File: src/rtl/ddc_pkg.sv
// Shared widths, result type and the round/saturate helper for the DDC
// mixer/decimator datapath.
package ddc_pkg;

    // Default datapath widths; the top-level parameters default to these
    // and must keep them, because the derived widths below follow them.
    localparam int DEF_ADC_W     = 12;
    localparam int DEF_NCO_W     = 12;
    localparam int DEF_OUT_W     = 16;
    localparam int DEF_LOG2R_MAX = 4;

    localparam int PROD_W     = DEF_ADC_W + DEF_NCO_W;
    localparam int ACC_W      = PROD_W + DEF_LOG2R_MAX;
    localparam int SHIFT_BASE = PROD_W - DEF_OUT_W;

    // Rounded/saturated output word plus a flag telling whether it clipped.
    typedef struct packed {
        logic [DEF_OUT_W-1:0] y;
        logic                 clip;
    } sat_t;

    // Round half up by adding 2^(s-1) before the arithmetic shift, then
    // clip to the signed output range. The sum is formed one bit wider than
    // the accumulator so the rounding constant can never wrap it.
    function automatic sat_t sat_round(input logic signed [ACC_W-1:0] acc,
                                       input logic [3:0]              s);
        logic signed [ACC_W:0] biased;
        logic signed [ACC_W:0] y;
        logic signed [ACC_W:0] hi;
        logic signed [ACC_W:0] lo;
        sat_t                  r;
        hi     = (ACC_W+1)'(2**(DEF_OUT_W-1) - 1);
        lo     = (ACC_W+1)'(-(2**(DEF_OUT_W-1)));
        biased = (ACC_W+1)'(acc) + ((ACC_W+1)'(1) <<< (s - 4'd1));
        y      = biased >>> s;
        r.y    = y[DEF_OUT_W-1:0];
        r.clip = 1'b0;
        if (y > hi) begin
            r.y    = {1'b0, {(DEF_OUT_W-1){1'b1}}};
            r.clip = 1'b1;
        end else if (y < lo) begin
            r.y    = {1'b1, {(DEF_OUT_W-1){1'b0}}};
            r.clip = 1'b1;
        end
        return r;
    endfunction

endpackage

File: src/rtl/ddc_mixer_decim_intdump.sv
// One channel of the integrate-and-dump: block accumulator followed by the
// rounding/saturating output register. Block control is shared by the top.
module ddc_intdump
    import ddc_pkg::*;
(
    input  logic                        clk,
    input  logic                        reset_n,
    input  logic                        clken,
    input  logic                        vld,
    input  logic                        load,
    input  logic                        dump,
    input  logic signed [PROD_W-1:0]    prod,
    input  logic [3:0]                  shift,
    output logic signed [DEF_OUT_W-1:0] y,
    output logic                        clip
);

    logic signed [ACC_W-1:0] acc;
    sat_t                    sat;

    // Round and saturate the finished block sum that sits in the accumulator.
    always_comb begin
        sat = sat_round(acc, shift);
    end

    assign clip = sat.clip;

    // S3: first product of a block loads the sum, later ones add to it.
    always_ff @(posedge clk) begin
        if (!reset_n) begin
            acc <= '0;
        end else if (clken && vld) begin
            acc <= load ? ACC_W'(prod) : acc + ACC_W'(prod);
        end
    end

    // S4: capture the scaled word when the block has just been dumped.
    always_ff @(posedge clk) begin
        if (!reset_n) begin
            y <= '0;
        end else if (clken && dump) begin
            y <= $signed(sat.y);
        end
    end

endmodule

File: src/rtl/ddc_mixer_decim.sv
// Quadrature mixer plus integrate-and-dump decimator running in lock-step
// with the NCO: register, multiply, accumulate, round/saturate.
module ddc_mixer_decim
    import ddc_pkg::*;
#(
    parameter int ADC_W     = DEF_ADC_W,
    parameter int NCO_W     = DEF_NCO_W,
    parameter int OUT_W     = DEF_OUT_W,
    parameter int LOG2R_MAX = DEF_LOG2R_MAX
) (
    input  logic                    clk,
    input  logic                    reset_n,
    input  logic                    clken,
    input  logic                    nco_valid,
    input  logic signed [ADC_W-1:0] adc_i,
    input  logic signed [NCO_W-1:0] fsin_i,
    input  logic signed [NCO_W-1:0] fcos_i,
    input  logic [2:0]              log2r,
    input  logic [1:0]              gain,
    input  logic                    ovf_clr,
    output logic signed [OUT_W-1:0] i_o,
    output logic signed [OUT_W-1:0] q_o,
    output logic                    out_valid,
    output logic                    ovf_o
);

    logic                     vld_p1;
    logic signed [ADC_W-1:0]  adc_p1;
    logic signed [NCO_W-1:0]  sin_p1;
    logic signed [NCO_W-1:0]  cos_p1;

    logic                     vld_p2;
    logic signed [PROD_W-1:0] pi_p2;
    logic signed [PROD_W-1:0] pq_p2;

    logic [LOG2R_MAX-1:0]     cnt;
    logic [2:0]               log2r_eff;
    logic [1:0]               gain_eff;
    logic                     dump_p3;

    logic [2:0]               log2r_clamp;
    logic [2:0]               cur_log2r;
    logic [LOG2R_MAX:0]       r_full;
    logic [LOG2R_MAX-1:0]     last_cnt;
    logic                     blk_start;
    logic                     last;
    logic [3:0]               shift;
    logic                     clip_i;
    logic                     clip_q;

    // S1: capture the sample and NCO pair; a missing nco_valid becomes a bubble.
    always_ff @(posedge clk) begin
        if (!reset_n) begin
            vld_p1 <= 1'b0;
        end else if (clken) begin
            vld_p1 <= nco_valid;
            adc_p1 <= adc_i;
            sin_p1 <= fsin_i;
            cos_p1 <= fcos_i;
        end
    end

    // S2: full-precision mixing products; Q takes the negated sine product.
    always_ff @(posedge clk) begin
        if (!reset_n) begin
            vld_p2 <= 1'b0;
        end else if (clken) begin
            vld_p2 <= vld_p1;
            pi_p2  <= adc_p1 * cos_p1;
            pq_p2  <= -(adc_p1 * sin_p1);
        end
    end

    // Block bookkeeping: a block's length comes from the live log2r at its
    // first product and from the latched copy afterwards.
    always_comb begin
        log2r_clamp = (log2r > 3'(LOG2R_MAX)) ? 3'(LOG2R_MAX) : log2r;
        blk_start   = vld_p2 && (cnt == '0);
        cur_log2r   = blk_start ? log2r_clamp : log2r_eff;
        r_full      = (LOG2R_MAX+1)'(1) << cur_log2r;
        last_cnt    = LOG2R_MAX'(r_full - (LOG2R_MAX+1)'(1));
        last        = vld_p2 && (cnt == last_cnt);
        shift       = 4'(log2r_eff) + 4'(SHIFT_BASE) - 4'(gain_eff);
    end

    // S3 control: sample counter, per-block parameter latches, dump marker.
    always_ff @(posedge clk) begin
        if (!reset_n) begin
            cnt       <= '0;
            log2r_eff <= '0;
            gain_eff  <= '0;
            dump_p3   <= 1'b0;
        end else if (clken) begin
            dump_p3 <= last;
            if (vld_p2) begin
                cnt <= last ? '0 : cnt + LOG2R_MAX'(1);
            end
            if (blk_start) begin
                log2r_eff <= log2r_clamp;
                gain_eff  <= gain;
            end
        end
    end

    ddc_intdump u_chan_i (
        .clk     (clk),
        .reset_n (reset_n),
        .clken   (clken),
        .vld     (vld_p2),
        .load    (blk_start),
        .dump    (dump_p3),
        .prod    (pi_p2),
        .shift   (shift),
        .y       (i_o),
        .clip    (clip_i)
    );

    ddc_intdump u_chan_q (
        .clk     (clk),
        .reset_n (reset_n),
        .clken   (clken),
        .vld     (vld_p2),
        .load    (blk_start),
        .dump    (dump_p3),
        .prod    (pq_p2),
        .shift   (shift),
        .y       (q_o),
        .clip    (clip_q)
    );

    // S4 status: one-cycle output strobe and sticky overflow (set beats clear).
    always_ff @(posedge clk) begin
        if (!reset_n) begin
            out_valid <= 1'b0;
            ovf_o     <= 1'b0;
        end else begin
            out_valid <= clken && dump_p3;
            if (clken && dump_p3 && (clip_i || clip_q)) begin
                ovf_o <= 1'b1;
            end else if (ovf_clr) begin
                ovf_o <= 1'b0;
            end
        end
    end

endmodule

File: config.mk
export PLATFORM = sky130hd
export DESIGN_NAME = ddc_mixer_decim
export DESIGN_NICKNAME = d
export VERILOG_FILES = /design/src/rtl/ddc_pkg.sv /design/src/rtl/ddc_mixer_decim_intdump.sv /design/src/rtl/ddc_mixer_decim.sv
export SDC_FILE = /design/constraint.sdc
export NUM_CORES = 1
export LEC_CHECK = 0
export CAP_MARGIN = 20
export CORE_ASPECT_RATIO = 0.8
export CORE_UTILIZATION = 36
export CTS_CLUSTER_DIAMETER = 150
export CTS_CLUSTER_SIZE = 8
export DETAILED_ROUTE_END_ITERATION = 7
export PLACE_DENSITY = 0.49
export SYNTH_ARGS = -nofsm -noshare
export SYNTH_HDL_FRONTEND = slang
export SYNTH_HIERARCHICAL = 1
export SYNTH_SLANG_ARGS = --single-unit
File: constraint.sdc
create_clock -name clk -period 17.35 [get_ports clk]
set_clock_uncertainty 0.05 [all_clocks]
set_input_delay 2.6025 -clock clk [delete_from_list [all_inputs] [get_ports clk]]
set_output_delay 2.6025 -clock clk [all_outputs]
set_load 0.005 [all_outputs]
# After elaboration in Yosys (flattened, before gate mapping)
# Cells that the tools add are included.
# word_totals
register_bits	186
in_bits	46
# classes
n_mux	11
multipliers	2
reduce_logical	11
add_sub_neg	10
order_cmp	5
shift	4
n_eq_ne	1
# ops
cell	n
$mux 17	4
$add 28x29->29	2
$gt 29x16->1 const B	2
$lt 29x16->1 const B	2
$sshr 29x4->29	2
$add 28x24->28	2
$mux 28	2
$mul 12x12->24	2
$sshl 2x4->29 const A	1
$neg 24->24	1
$sub 4x1->4 const B	2
$mux 3	2
$reduce_and 2->1	3
$logic_and 1x1->1	5
$add 3x4->4 const B	1
$add 4x1->4 const B	1
$eq 4x4->1	1
$logic_not 4->1	1
$mux 4	1
$shl 1x3->4 const A	1
$sub 4x2->4	1
$gt 3x3->1 const B	1
$mux 1	2
$reduce_bool 2->1	1
$logic_or 1x1->1	1

# Depth between registers and ports, before layout
# logic_depth
word_depth	12
mapped_depth	27
mapped_depth_nobuf	24

# By module
# The synthesis kept the hierarchy.
# by_module_without_submodules
mod	cells_each	area_per_inst_um2	n_inst	seq_area_each_um2
ddc_mixer_decim	1458	14650.3	1	2802.7
ddc_intdump	812	6200.9	2	880.8

# Worst setup path after synthesis
# Ideal clock, no wire load.
# synth_timing
path_kind	input port to flip-flop
startpoint	input clken
endpoint	register adc_p1[0], enable pin
setup_slack_ps	11792
required_time_ps	16848
stages	3
arrival_time_ps	5056
cell_sequence	clkbuf_1 -> buf_2 -> and2_1
# synth_via
elab_chain_len	1
# synth_rtl
element	line_no	rtl
start: declaration	ddc_mixer_decim.sv:13	input logic clken,
$reduce_and 2->1 (no line)	--	
end signal: assignment	ddc_mixer_decim.sv:57	adc_p1 <= adc_i;
end: declaration	ddc_mixer_decim.sv:28	logic signed [ADC_W-1:0] adc_p1;
# Every way passes these cells.
# A chain may end at the register's enable or synchronous reset.

# Worst setup path in the final report
# layout_timing
startpoint	register log2r_eff[0]
endpoint	register ovf_o
# layout_via
elab_chain_len	12
# layout_rtl
element	line_no	rtl
start: declaration	ddc_mixer_decim.sv:37	logic [2:0] log2r_eff;
start signal: assignment	ddc_mixer_decim.sv:99	log2r_eff <= log2r_clamp;
$add 3x4->4 *	ddc_mixer_decim.sv:83	shift = 4'(log2r_eff) + 4'(SHIFT_BASE) - 4'(gain_eff);
$sub 4x2->4 *	ddc_mixer_decim.sv:83	
via shift[2]	ddc_mixer_decim.sv:47	logic [3:0] shift;
$sub 4x1->4	ddc_pkg.sv:34	biased = (ACC_W+1)'(acc) + ((ACC_W+1)'(1) <<< (s - 4'd1));
$sshl 2x4->29	ddc_pkg.sv:34	
$add 28x29->29	ddc_pkg.sv:34	
$sshr 29x4->29 *	ddc_pkg.sv:35	y = biased >>> s;
$lt 29x16->1	ddc_pkg.sv:41	end else if (y < lo) begin
$mux 17	ddc_pkg.sv:41	
$mux 17 *	ddc_pkg.sv:38	if (y > hi) begin
via clip_i	ddc_mixer_decim.sv:48	logic clip_i;
$logic_or 1x1->1 *	ddc_mixer_decim.sv:138	if (clken && dump_p3 && (clip_i || clip_q)) begin
$logic_and 1x1->1 *	ddc_mixer_decim.sv:138	
$mux 1 or $reduce_bool 2->1 (tied branches)	--	
end signal: assignment	ddc_mixer_decim.sv:135	ovf_o <= 1'b0;
end signal: assignment	ddc_mixer_decim.sv:139	ovf_o <= 1'b1;
end signal: assignment	ddc_mixer_decim.sv:141	ovf_o <= 1'b0;
end: declaration	ddc_mixer_decim.sv:24	output logic ovf_o
# The timed path passes the listed nets; every way through them passes the cells marked *.

==> impl_metrics.yaml <==
timing:
  tightest_slew_ns: 1.046
  setup_ws_ns: 10.13
  fin_crit_ns: 7.215
  rsz0062_at_grt: "false"
  setup-tns-final_ns: 0
  relSlewSlack_pct: 30.28
  period_share_pct: 41.59
  setup_violations: 0
  hold_viol_final: 0
  slew_viol_final: 0
  fmax_mhz: 138.6
power:
  p_sw_w: 0.002746
  peakVddDrop_mv: 0.2412
  switching_share_pct: 48.55
  clockPowerShare_pct: 7.2
  leakagePower_nw: 12.77
  internal-power_w: 0.002911
  p_comb_share_pct: 77.7
  power_w: 0.005657
  seqPwrFrac_pct: 15.1
  p_per_area_nw_per_um2: 195.2
die:
  ioPinCount: 80
  fp.dieW_um: 308.5
  die-area_um2: 76250
  core_um2: 74050
  start_util_pct: 36.53
  row_count: 89
  fp.dieH_um: 247.2
finish:
  syn_to_final_growth_pct: 7.109
  final_area_um2: 28980
  drive_gt1_share_pct: 5.842
  nets: 3577
  num-fill-cells: 7525
clocking:
  cts_tree: "yes"
  h-tree-depth: 4
  cts-root-buf: "clkbuf_16"
  cts_setup_buffers: 0
  ctsHoldBuffers: 0
  clock_latency_ns: 0.49
  cts.reportedPaths.clkPinSlew_ns: 0.08
  numClockSinks: 186
  clock_path_buffers: 2
  cts-buffers-inserted: 17
  ctsResizeCount: 0
route:
  wl_per_cell_um: 17.50
  drt_wl_total_um: 70860
  drt-initial-drc-count: 1490
  drc: 0
  dr_total_vias: 21637
  via_per_inst: 5.344
  met1Wirelength_um: 37840
  antenna_left: 0
  top_layer_used: "met4"
  first_pass_iters: 6
  wl_met3_um: 2824
  route.met2.wl_um: 29260
synthesis:
  ys_seq_elements: 186
  synth.cell_area_um2: 27050
  ys_top_cells_by_area: "fa_1 (20%), ha_1 (10%), edfxtp_1 (9.3%), dfxtp_1 (7.5%), nand2_1 (5.0%)"
  synth-edff-count: 84
  synth-simple-area-share_pct: 17.72
  async_flop_share_pct: 0
  synthAdderAreaFrac_pct: 30.62
  avgSynthCellArea_um2: 8.777
  synth_top_cell_by_area: "fa_1"
  synth_xor_area_share_pct: 4.547
  syn_nets: 3625
  ys_seq_area_share_pct: 16.87
  synth-main-ff-cell: "dfxtp_1"
  syn_inst: 3082
  synth_top_family_by_area: "adder cells"
  yosysTopAreaCellShare_pct: 20.35
  synth_cell_types: 112
  synthMuxAreaShare_pct: 3.682
  ys_warn_count: 6
  synth_compound_area_share_pct: 18.46
critical_path:
  cp.buffers_inverters: 4
  path_cells: "inv_1, ha_1, fa_1, xor2_4, buf_4, clkinv_1, nand3_1, inv_1, ha_1, a211oi_2, o211ai_1, a221oi_4, nor4b_1, or3_1, o21bai_2, a2bb2oi_2, nand3_1, nor4b_1, a211oi_2, nor2_2, nand2_1, o21ai_0, nand2_1"
  required_ns: 17.68
  cp_slowest_cell: "clkinv_1"
  cp_slowest_stage_delay_ns: 0.94
  cp.arrival_ns: 7.55
  end_kind: "flop"
  crit_family: "simple AND/OR/NAND/NOR gates"
  crit_fanout: 74
  critPathKind: "reg2reg"
  setup.worst_path.start_class: "flop"
grt:
  grt_pass1_wl_um: 118200
  overflow: 0
  grt_usage_pct: 19.26
  grt_max_degree: 85
  antenna_found_initial: 1
  first_global_vias: 22139
placement:
  dp_slack_ns: 10.19
  dp_hpwl_um: 54520
  globalplace.congestion: 0.9091
  port_buffers: 79
  postPlaceCellArea_um2: 28370
job:
  drv_cap: 0
run_status:
  status: "finished, final reports clean"
min_path:
  hold_class: "reg2reg"
state kept, by name, indices dropped and copies added, names as in the netlist, 16 cells and up:
name,count
pq_p2,24
u_chan_q/acc,28
pi_p2,24
u_chan_i/y,16
u_chan_q/y,16
u_chan_i/acc,28
synth_stat cells (9+ instances only):
cell type,n
nand2_1,359
a21boi_0,11
and3_1,20
nand2b_1,27
or3_1,20
or2_2,10
o211ai_1,66
clkinv_1,9
ha_1,222
edfxtp_1,84
a31oi_1,34
o2111ai_1,9
clkbuf_1,100
a21o_1,41
o21ai_0,132
mux2i_1,62
xnor2_1,80
nor2b_1,27
clkbuf_8,14
o21bai_1,13
xor2_1,53
buf_1,14
o211a_1,36
buf_6,10
nor3_1,42
dfxtp_1,102
inv_1,339
mux4_2,10
fa_1,275
a21oi_1,135
and2_1,133
nand3_1,55
nor2_1,186
buf_2,23
a211o_1,9
nand4_1,34
o22ai_1,12
o21a_1,24
a211oi_1,29
kinds of logic (layout without fill, tap and decap cells):
logic type                 Yosys count  count (layout)
other                                0               1
DFF                                186             186
adders and majority gates          497             497
and+or+nand+nor                    978             978
AOI/OAI and AO/OA                  688             688
buffers and inverters              513             478
xor gates and xnor gates           137             137
muxes                               83              83
cells in the final DEF, fill, tap and decap left out, drive strengths merged, types with 46 or more instances in the layout:
master,synthesis,final
o211ai,68,68
edfxtp,84,84
xor2,57,57
nor3,46,46
and2,135,135
inv,339,344
mux2i,64,64
dfxtp,102,102
ha,222,222
o21ai,146,146
clkdlybuf4s50,0,78
nand3,59,59
nor2,188,188
xnor2,80,80
fa,275,275
nand2,363,363
a21oi,139,139
worst reg2reg max path: stages (launching register included):
cell and delay (ns):
dfxtp_1 0.35, inv_1 0.08, ha_1 0.25, fa_1 0.46, xor2_4 0.14, buf_4 0.65
clkinv_1 0.96, nand3_1 0.44, inv_1 0.08, ha_1 0.30, a211oi_2 0.30, o211ai_1 0.21
a221oi_4 0.50, nor4b_1 0.13, or3_1 0.46, o21bai_2 0.17, a2bb2oi_2 0.17, nand3_1 0.15
nor4b_1 0.44, a211oi_2 0.19, nor2_2 0.29, nand2_1 0.12, o21ai_0 0.16, nand2_1 0.06
routing by layer:
layer	GRT usage [%]	vias up
met1	29.19	10577
met5	0	-
met2	28.86	479
met4	4.317	0
met3	2.323	67
li1	-	10514
per-stage QoR:
step	hold WS [ns]	instances	utilization (%)
6_report	0.4306	4049	39.13
5_1_grt	0.4551	4048	39.12
4_1_cts	0.4375	4047	39.09
3_5_place_dp	0.4194	4015	38.32
3_3_place_gp	0.4103	4015	38.32
2_1_floorplan	0.3972	3082	-
power groups by stage:
stage          clock (W)  combinational [W]  sequential (W)
2_1_floorplan          0            0.00346        0.000808
3_3_place_gp           0            0.00434        0.000862
3_5_place_dp           0            0.00438        0.000864
4_1_cts         0.000424            0.00441        0.000854
5_1_grt         0.000438            0.00504        0.000864
6_report        0.000408            0.00439        0.000855
layout make-up:
type	count	area (um^2)	area share (%)
Inverter	348	1306	4.508
Tap cell	1001	1252	4.322
Multi-Input combinational cell	2383	20330	70.17
Clock inverter	11	108.9	0.3757
Sequential cell	186	4564	15.75
Antenna cell	1	2.502	0.008636
Clock buffer	21	461.7	1.593
Timing Repair Buffer	98	948.4	3.273
path summary, 6_finish.rpt:
kind | startpoint | end | slack, ns | cells past startpoint
max | log2r_eff[0]$_SDFFE_PN0P_ | ovf_o$_SDFFE_PN0P_ | 10.13 | 23
min reg2reg | u_chan_i/y[9]$_SDFFE_PN0P_ | u_chan_i/y[9]$_SDFFE_PN0P_ | 0.43 | 2
max reg2reg | log2r_eff[0]$_SDFFE_PN0P_ | ovf_o$_SDFFE_PN0P_ | 10.13 | 23
min | u_chan_i/y[9]$_SDFFE_PN0P_ | u_chan_i/y[9]$_SDFFE_PN0P_ | 0.43 | 2
(Power assumes the default switching activity.)
